### src/rtl/mc_pkg.sv
// mc_pkg: shared constants and types for the multi-cycle MIPS-subset controller.
//   - opcode / funct constants for add, sub, ori, lw, sw, beq, lui, jal, jr
//   - ALU, extender, PC-source, write-register and write-data select codes
//   - FSM state encoding (FETCH=0 .. TRAP=6)
//   - instruction class enum and datapath-mode struct produced by mc_decode
package mc_pkg;

    // Opcodes (IR[31:26])
    localparam logic [5:0] OP_RTYPE = 6'h00;
    localparam logic [5:0] OP_JAL   = 6'h03;
    localparam logic [5:0] OP_BEQ   = 6'h04;
    localparam logic [5:0] OP_ORI   = 6'h0D;
    localparam logic [5:0] OP_LUI   = 6'h0F;
    localparam logic [5:0] OP_LW    = 6'h23;
    localparam logic [5:0] OP_SW    = 6'h2B;

    // Funct codes (IR[5:0]) for R-type
    localparam logic [5:0] FN_JR    = 6'h08;
    localparam logic [5:0] FN_ADD   = 6'h20;
    localparam logic [5:0] FN_SUB   = 6'h22;

    // ALU operation
    localparam logic [2:0] ALU_ADD  = 3'b000;
    localparam logic [2:0] ALU_SUB  = 3'b001;
    localparam logic [2:0] ALU_OR   = 3'b010;

    // Extender mode
    localparam logic [1:0] EXT_ZERO = 2'b00;
    localparam logic [1:0] EXT_SIGN = 2'b01;
    localparam logic [1:0] EXT_LUI  = 2'b10;

    // PC source
    localparam logic [1:0] PC_SEQ   = 2'b00;
    localparam logic [1:0] PC_BR    = 2'b01;
    localparam logic [1:0] PC_JMP   = 2'b10;
    localparam logic [1:0] PC_RS    = 2'b11;

    // Write register select
    localparam logic [1:0] RD_RT    = 2'b00;
    localparam logic [1:0] RD_RD    = 2'b01;
    localparam logic [1:0] RD_RA    = 2'b10;

    // Write data select
    localparam logic [1:0] WD_ALU   = 2'b00;
    localparam logic [1:0] WD_MDR   = 2'b01;
    localparam logic [1:0] WD_PC4   = 2'b10;

    // FSM state encoding
    localparam logic [2:0] ST_FETCH  = 3'd0;
    localparam logic [2:0] ST_DECODE = 3'd1;
    localparam logic [2:0] ST_EXEC   = 3'd2;
    localparam logic [2:0] ST_MEM    = 3'd3;
    localparam logic [2:0] ST_WB     = 3'd4;
    localparam logic [2:0] ST_HALT   = 3'd5;
    localparam logic [2:0] ST_TRAP   = 3'd6;

    typedef enum logic [3:0] {
        IC_NONE,
        IC_ADD,
        IC_SUB,
        IC_ORI,
        IC_LW,
        IC_SW,
        IC_BEQ,
        IC_LUI,
        IC_JAL,
        IC_JR
    } iclass_t;

    typedef struct packed {
        logic [1:0] regdst;
        logic [1:0] memtoreg;
        logic       alusrc;
        logic [1:0] extop;
        logic [2:0] aluctr;
    } mode_t;

endpackage

### src/rtl/mc_control_if.sv
// mc_control_if: unified-memory handshake between the controller and memory.
//   mem_req   : access request (controller -> memory)
//   mem_we    : write strobe, meaningful only with mem_req
//   iord      : address select, 0 = PC, 1 = ALU result
//   mem_ready : memory completes the current access this cycle
// Modports: master = controller side, slave = memory side.
interface mc_control_if;

    logic mem_req;
    logic mem_we;
    logic iord;
    logic mem_ready;

    modport master (
        output mem_req,
        output mem_we,
        output iord,
        input  mem_ready
    );

    modport slave (
        input  mem_req,
        input  mem_we,
        input  iord,
        output mem_ready
    );

endinterface

### src/rtl/mc_decode.sv
// mc_decode: combinational decode of IR op/func into an instruction class
// and the datapath-mode selects (regdst, memtoreg, alusrc, extop, aluctr).
//   op_i, func_i : IR[31:26], IR[5:0]
//   iclass_o     : instruction class, IC_NONE for anything outside the subset
//   mode_o       : mode selects, all zero for IC_NONE
module mc_decode
    import mc_pkg::*;
(
    input  logic [5:0] op_i,
    input  logic [5:0] func_i,
    output iclass_t    iclass_o,
    output mode_t      mode_o
);

    always_comb begin
        iclass_o = IC_NONE;
        unique case (op_i)
            OP_RTYPE: begin
                unique case (func_i)
                    FN_ADD:  iclass_o = IC_ADD;
                    FN_SUB:  iclass_o = IC_SUB;
                    FN_JR:   iclass_o = IC_JR;
                    default: iclass_o = IC_NONE;
                endcase
            end
            OP_ORI:  iclass_o = IC_ORI;
            OP_LW:   iclass_o = IC_LW;
            OP_SW:   iclass_o = IC_SW;
            OP_BEQ:  iclass_o = IC_BEQ;
            OP_LUI:  iclass_o = IC_LUI;
            OP_JAL:  iclass_o = IC_JAL;
            default: iclass_o = IC_NONE;
        endcase
    end

    always_comb begin
        mode_o = '0;
        case (iclass_o)
            IC_ADD: begin
                mode_o.regdst = RD_RD;
                mode_o.aluctr = ALU_ADD;
            end
            IC_SUB: begin
                mode_o.regdst = RD_RD;
                mode_o.aluctr = ALU_SUB;
            end
            IC_ORI: begin
                mode_o.alusrc = 1'b1;
                mode_o.extop  = EXT_ZERO;
                mode_o.aluctr = ALU_OR;
            end
            IC_LW: begin
                mode_o.memtoreg = WD_MDR;
                mode_o.alusrc   = 1'b1;
                mode_o.extop    = EXT_SIGN;
                mode_o.aluctr   = ALU_ADD;
            end
            IC_SW: begin
                mode_o.alusrc = 1'b1;
                mode_o.extop  = EXT_SIGN;
                mode_o.aluctr = ALU_ADD;
            end
            IC_BEQ: begin
                // sign-extended offset feeds the branch target adder
                mode_o.extop  = EXT_SIGN;
                mode_o.aluctr = ALU_SUB;
            end
            IC_LUI: begin
                // rs is $0 for lui, so add passes the shifted immediate through
                mode_o.alusrc = 1'b1;
                mode_o.extop  = EXT_LUI;
                mode_o.aluctr = ALU_ADD;
            end
            IC_JAL: begin
                mode_o.regdst   = RD_RA;
                mode_o.memtoreg = WD_PC4;
            end
            default: mode_o = '0;
        endcase
    end

endmodule

### src/rtl/mc_control.sv
// mc_control: multi-cycle sequencing controller for add, sub, ori, lw, sw,
// beq, lui, jal, jr. One FSM state per cycle drives PC, IR, register file,
// ALU, extender and the unified memory, with a memory-timeout watchdog.
//   clk, reset_n   : clock (rising edge), asynchronous active-low reset
//   op, func, zero : IR fields and ALU equal flag
//   mem            : memory handshake (mc_control_if.master)
//   pc_we, pc_src, ir_we, regwrite : sequencing enables / PC source
//   regdst, memtoreg, alusrc, extop, aluctr : datapath modes from op/func
//   instr_done     : pulse on the last cycle of every instruction
//   bus_err        : sticky memory-timeout flag
//   illegal        : in TRAP state (present only with MC_ILLEGAL_TRAP_EN)
//   state_o        : current FSM state
// Build option: define MC_ILLEGAL_TRAP_EN to trap unknown instructions in TRAP
// instead of retiring them as a nop.
module mc_control
    import mc_pkg::*;
#(
    parameter int unsigned TIMEOUT = 16,
    parameter int unsigned CNT_W   = 5
) (
    input  logic        clk,
    input  logic        reset_n,
    input  logic [5:0]  op,
    input  logic [5:0]  func,
    input  logic        zero,
    mc_control_if.master mem,
    output logic        pc_we,
    output logic [1:0]  pc_src,
    output logic        ir_we,
    output logic        regwrite,
    output logic [1:0]  regdst,
    output logic [1:0]  memtoreg,
    output logic        alusrc,
    output logic [1:0]  extop,
    output logic [2:0]  aluctr,
    output logic        instr_done,
    output logic        bus_err,
`ifdef MC_ILLEGAL_TRAP_EN
    output logic        illegal,
`endif
    output logic [2:0]  state_o
);

    logic [2:0]       state_q, state_d;
    logic [CNT_W-1:0] cnt_q, cnt_d;
    logic             bus_err_q, bus_err_d;

    iclass_t iclass;
    mode_t   mode;

    logic mem_req_c;
    logic mem_we_c;
    logic iord_c;

    mc_decode u_decode (
        .op_i     (op),
        .func_i   (func),
        .iclass_o (iclass),
        .mode_o   (mode)
    );

    // Sequencing and enables
    always_comb begin
        state_d    = state_q;
        pc_we      = 1'b0;
        pc_src     = PC_SEQ;
        ir_we      = 1'b0;
        regwrite   = 1'b0;
        instr_done = 1'b0;
        mem_req_c  = 1'b0;
        mem_we_c   = 1'b0;
        iord_c     = 1'b0;

        case (state_q)
            ST_FETCH: begin
                mem_req_c = 1'b1;
                if (mem.mem_ready) begin
                    ir_we   = 1'b1;
                    pc_we   = 1'b1;
                    state_d = ST_DECODE;
                end
            end
            ST_DECODE: begin
                if (iclass != IC_NONE) begin
                    state_d = ST_EXEC;
                end else begin
`ifdef MC_ILLEGAL_TRAP_EN
                    state_d = ST_TRAP;
`else
                    instr_done = 1'b1;
                    state_d    = ST_FETCH;
`endif
                end
            end
            ST_EXEC: begin
                case (iclass)
                    IC_BEQ: begin
                        pc_we      = zero;
                        pc_src     = PC_BR;
                        instr_done = 1'b1;
                        state_d    = ST_FETCH;
                    end
                    IC_JAL: begin
                        regwrite   = 1'b1;
                        pc_we      = 1'b1;
                        pc_src     = PC_JMP;
                        instr_done = 1'b1;
                        state_d    = ST_FETCH;
                    end
                    IC_JR: begin
                        pc_we      = 1'b1;
                        pc_src     = PC_RS;
                        instr_done = 1'b1;
                        state_d    = ST_FETCH;
                    end
                    IC_LW, IC_SW: state_d = ST_MEM;
                    IC_ADD, IC_SUB, IC_ORI, IC_LUI: state_d = ST_WB;
                    default: begin
                        // op/func are held by the IR, so this only covers a
                        // class change that should never happen; retire safely
                        instr_done = 1'b1;
                        state_d    = ST_FETCH;
                    end
                endcase
            end
            ST_MEM: begin
                mem_req_c = 1'b1;
                iord_c    = 1'b1;
                mem_we_c  = (iclass == IC_SW);
                if (mem.mem_ready) begin
                    if (iclass == IC_SW) begin
                        instr_done = 1'b1;
                        state_d    = ST_FETCH;
                    end else begin
                        state_d = ST_WB;
                    end
                end
            end
            ST_WB: begin
                regwrite   = 1'b1;
                instr_done = 1'b1;
                state_d    = ST_FETCH;
            end
            ST_HALT, ST_TRAP: state_d = state_q;
            default: state_d = ST_FETCH;
        endcase

        // Watchdog: counts consecutive request cycles without ready. It is
        // zero whenever no request is pending, which covers clearing on entry
        // to FETCH/MEM; the last allowed stall cycle diverts to HALT.
        cnt_d     = '0;
        bus_err_d = bus_err_q;
        if (mem_req_c && !mem.mem_ready) begin
            if (cnt_q == CNT_W'(TIMEOUT - 1)) begin
                bus_err_d = 1'b1;
                state_d   = ST_HALT;
            end else begin
                cnt_d = cnt_q + CNT_W'(1);
            end
        end
    end

    always_ff @(posedge clk or negedge reset_n) begin
        if (!reset_n) begin
            state_q   <= ST_FETCH;
            cnt_q     <= '0;
            bus_err_q <= 1'b0;
        end else begin
            state_q   <= state_d;
            cnt_q     <= cnt_d;
            bus_err_q <= bus_err_d;
        end
    end

    assign mem.mem_req = mem_req_c;
    assign mem.mem_we  = mem_we_c;
    assign mem.iord    = iord_c;

    assign regdst   = mode.regdst;
    assign memtoreg = mode.memtoreg;
    assign alusrc   = mode.alusrc;
    assign extop    = mode.extop;
    assign aluctr   = mode.aluctr;

    assign bus_err = bus_err_q;
    assign state_o = state_q;

`ifdef MC_ILLEGAL_TRAP_EN
    assign illegal = (state_q == ST_TRAP);
`endif

endmodule

### src/flat_wrapper.sv
// flat-port wrapper written by rule: the top's interface ports become plain ports
module mc_control_flat import mc_pkg::*;
#(
    parameter int unsigned TIMEOUT = 16,
    parameter int unsigned CNT_W   = 5
)
  (clk, reset_n, op, func, zero, pc_we, pc_src, ir_we, regwrite, regdst, memtoreg, alusrc, extop, aluctr, instr_done, bus_err, state_o, mem_mem_req, mem_mem_we, mem_iord, mem_mem_ready);
  mc_control_if mem_i ();
  input  logic clk;
  input  logic reset_n;
  input  logic [5:0] op;
  input  logic [5:0] func;
  input  logic zero;
  output logic pc_we;
  output logic [1:0] pc_src;
  output logic ir_we;
  output logic regwrite;
  output logic [1:0] regdst;
  output logic [1:0] memtoreg;
  output logic alusrc;
  output logic [1:0] extop;
  output logic [2:0] aluctr;
  output logic instr_done;
  output logic bus_err;
  output logic [2:0] state_o;
  output wire logic [$bits(mem_i.mem_req)-1:0] mem_mem_req;
  output wire logic [$bits(mem_i.mem_we)-1:0] mem_mem_we;
  output wire logic [$bits(mem_i.iord)-1:0] mem_iord;
  input wire logic [$bits(mem_i.mem_ready)-1:0] mem_mem_ready;
  assign mem_mem_req = mem_i.mem_req;
  assign mem_mem_we = mem_i.mem_we;
  assign mem_iord = mem_i.iord;
  assign mem_i.mem_ready = mem_mem_ready;
  mc_control #(.TIMEOUT(TIMEOUT), .CNT_W(CNT_W)) u_core (.clk(clk), .reset_n(reset_n), .op(op), .func(func), .zero(zero), .mem(mem_i), .pc_we(pc_we), .pc_src(pc_src), .ir_we(ir_we), .regwrite(regwrite), .regdst(regdst), .memtoreg(memtoreg), .alusrc(alusrc), .extop(extop), .aluctr(aluctr), .instr_done(instr_done), .bus_err(bus_err), .state_o(state_o));
endmodule
### config.mk
export PLATFORM = sky130hd
export DESIGN_NAME = mc_control_flat
export DESIGN_NICKNAME = d
export VERILOG_FILES = /design/src/rtl/mc_pkg.sv /design/src/rtl/mc_control_if.sv /design/src/rtl/mc_decode.sv /design/src/rtl/mc_control.sv /design/src/flat_wrapper.sv
export SDC_FILE = /design/constraint.sdc
export NUM_CORES = 1
export LEC_CHECK = 0
export ABC_AREA = 1
export BUFFER_PORTS_ARGS = -buffer_cell sky130_fd_sc_hd__buf_4
export CAP_MARGIN = 20
export CORE_ASPECT_RATIO = 1.25
export CORE_MARGIN = 4
export CORE_UTILIZATION = 46
export CTS_CLUSTER_DIAMETER = 80
export CTS_CLUSTER_SIZE = 40
export DETAILED_ROUTE_END_ITERATION = 8
export PLACE_DENSITY_LB_ADDON = 0.25
export SETUP_SLACK_MARGIN = 0.02
export SYNTH_ARGS = -nofsm -noshare
export SYNTH_HDL_FRONTEND = slang
export SYNTH_SLANG_ARGS = --single-unit
export TNS_END_PERCENT = 100
### constraint.sdc
create_clock -name clk -period 1.4 [get_ports clk]
set_input_delay 0.07 -clock clk [delete_from_list [all_inputs] [get_ports clk]]
set_output_delay 0.07 -clock clk [all_outputs]
set_load 0.01 [all_outputs]
==> out/results.ini <==
[sta]
slew_violations=0
post-route-min-period_ns=1.56
finalHoldViolations=0
setup_viol=6
fin_skew_ns=0.00183
rsz0062_at_grt=true
worst_slack_ns=-0.162
maxClockFrequency_ghz=0.640
post-route-period-util_pct=112

[worst_setup_path]
critPathArrivalTime_ns=1.49
required_ns=1.33
cp_max_fo=4
r2r_slack_ns=-0.05
setup.worst_path.end_class=output port
start_kind=register
worstSetupPathType=register to output port

[global_routing]
antenna_found_initial=0
grt_remaining_overflow=0
grt_pass1_vias=1006
grt_max_degree=10
track_usage_pct=18.4
grt_pass1_wl_mm=3.90

[finish]
layout_commonest_cell=buf_4
post_route_cells_drive_above_1_share_pct=44.9
fin_cells=215
diodes=0
final_nets=214
stdcell_area_mm2=0.00135
layout.cells.most_common_list=buf_4 (44), nor2_1 (25), inv_1 (23), nand2_1 (23), nand3_1 (16)
area_growth_syn_to_layout_pct=50.3

[synthesis]
syn_area_per_cell_um2=6.17
ys_warn_count=0
synth_nets=163
netlist_area_um2=901
synth_seq_cells=9
synth_cell_types=26
netlist_instances=146
ys_seq_area_share_pct=25.0

[drt]
routed_wirelength_mm=2.71
dr_total_vias=1089
first_iter_violations=32
first_pass_iters=4
drc=0
drt-wirelength-per-cell_um=12.6
vias_per_cell=5.07
ant_nets=0

[place]
port_buffers=37
gp_congestion=0.803
dpl_cell_area_mm2=0.00121
placedCellCount=203
hpwl_mm=1.97

[clocking]
root_buffer=clkbuf_4
clock_sinks=9
clk_latency_ns=0.25
cts.reportedPaths.clkPinSlew_ns=0.06
htree_num_levels=1
numCtsBuffers=3
cts_tree=built
cts_max_path_buffers=2

[outcome]
status=finished, violations left
violations=setup timing

[die]
die_area_mm2=0.00273
num_rows=17
die_w_um=47.6
core-area_mm2=0.00181
die_h_um=57.5
initial_core_util_pct=49.8
pin_count=39

[power_and_ir_drop]
power.leakage_nw=0.792
irDropWorstVdd_uv=454
power_density_mw_per_mm2=667

[flow_run]
maxCapViolations=0

[worst_hold_path]
worst_hold_path_type=input port to register

Yosys cell counts (all sizes together):
master / instances / area [µm²]
o31ai: 1 / 7.51
nand4: 2 / 18.8
ha: 1 / 12.5
a211oi: 1 / 7.51
a31oi: 1 / 6.26
a21oi: 2 / 13.8
nand3: 21 / 120
buf: 1 / 7.51
conb: 1 / 3.75
dfrtp: 9 / 225
nand2: 30 / 135
nor3: 3 / 26.3
nor2: 37 / 171
or2: 1 / 6.26
xor2: 1 / 8.76
o21ai: 2 / 10.0
inv: 32 / 120
sequential cells by signal, indices dropped and copies added, names as in the netlist:
name	cells
u_core.cnt_q	5
u_core.state_o	3
u_core.bus_err	1
metal layers:
metal / up-vias / GRT usage (%) / part of all wire [%]
li1: 548 / - / -
met2: 47 / 33.0 / 56
met1: 492 / 23.1 / 37
met4: 0 / 4.62 / 1.0
met3: 2 / 0.315 / 5.7
met5: - / 0 / 0
worst max-delay path, cell delays in order (launching register included):
cell and delay [ns]:
dfrtp_1 0.40, inv_2 0.09, nor2_1 0.16, inv_1 0.11, nor2_1 0.15, nand3_1 0.11, nand3_1 0.10, buf_4 0.12
repair_timing:
action | in CTS | in global routing
resized for setup | 8 | 13
endpoints found under the hold margin | 9 | 0
buffers inserted | 1 | 7
setup endpoints to repair | 6 | 12
pin swaps | 0 | 5
hold buffers | 1 | 0
report_power, final:
part	switching [W]	leakage, nW	internal, W
sequential	0.0000219	0.119	0.000281
combinational	0.000224	0.657	0.000185
clock	0.0000808	0.0150	0.000109
logic make-up (layout without fill, tap and decap cells):
logic type	Yosys count	count (layout)	synth area share, %
other	1	1	0.416
AO/OA/AOI/OAI	7	7	5.00
AND/OR/NAND/NOR	94	94	53.1
adder cells (fa/ha/maj)	1	1	1.39
flip-flops	9	9	25.0
buffers and inverters	33	83	14.2
XOR/XNOR	1	1	0.972
final timing paths:
path / cells past startpoint / end / from
setup reg to reg: 9 / u_core.state_o[0] / u_core.state_o[1]
hold reg to reg: 1 / u_core.cnt_q[0] / u_core.cnt_q[0]
min in group asynchronous: 2 / u_core.state_o[2] / reset_n
hold / removal: 3 / u_core.state_o[2] / mem_mem_ready
max in group asynchronous: 2 / u_core.state_o[1] / reset_n
setup / recovery: 7 / instr_done / u_core.state_o[0]
final cells by class:
| type | count | area (µm²) |
|---|---|---|
| inverters | 32 | 120 |
| fillers | 138 | 454 |
| repair buffers | 47 | 363 |
| flip-flops and latches | 9 | 228 |
| well taps | 19 | 23.8 |
| multi-input cells | 104 | 593 |
| clock buffers | 4 | 26.3 |
through the flow:
step	setup slack (ns)	util (%)	TNS, ns	power [W]	hold WS (ns)
finish	-0.162	74.9	-0.430	0.000903	0.103
global route	-0.223	74.9	-1.18	0.000967	0.105
CTS	-0.105	70.1	-0.175	0.000852	0.0712
detailed placement	0.0612	66.9	0	0.000640	-0.102
global placement	0.114	66.9	0	0.000631	-0.104
floorplan	0.102	-	0	0.000489	-0.226
No activity file was read; power rests on OpenSTA's default activity.
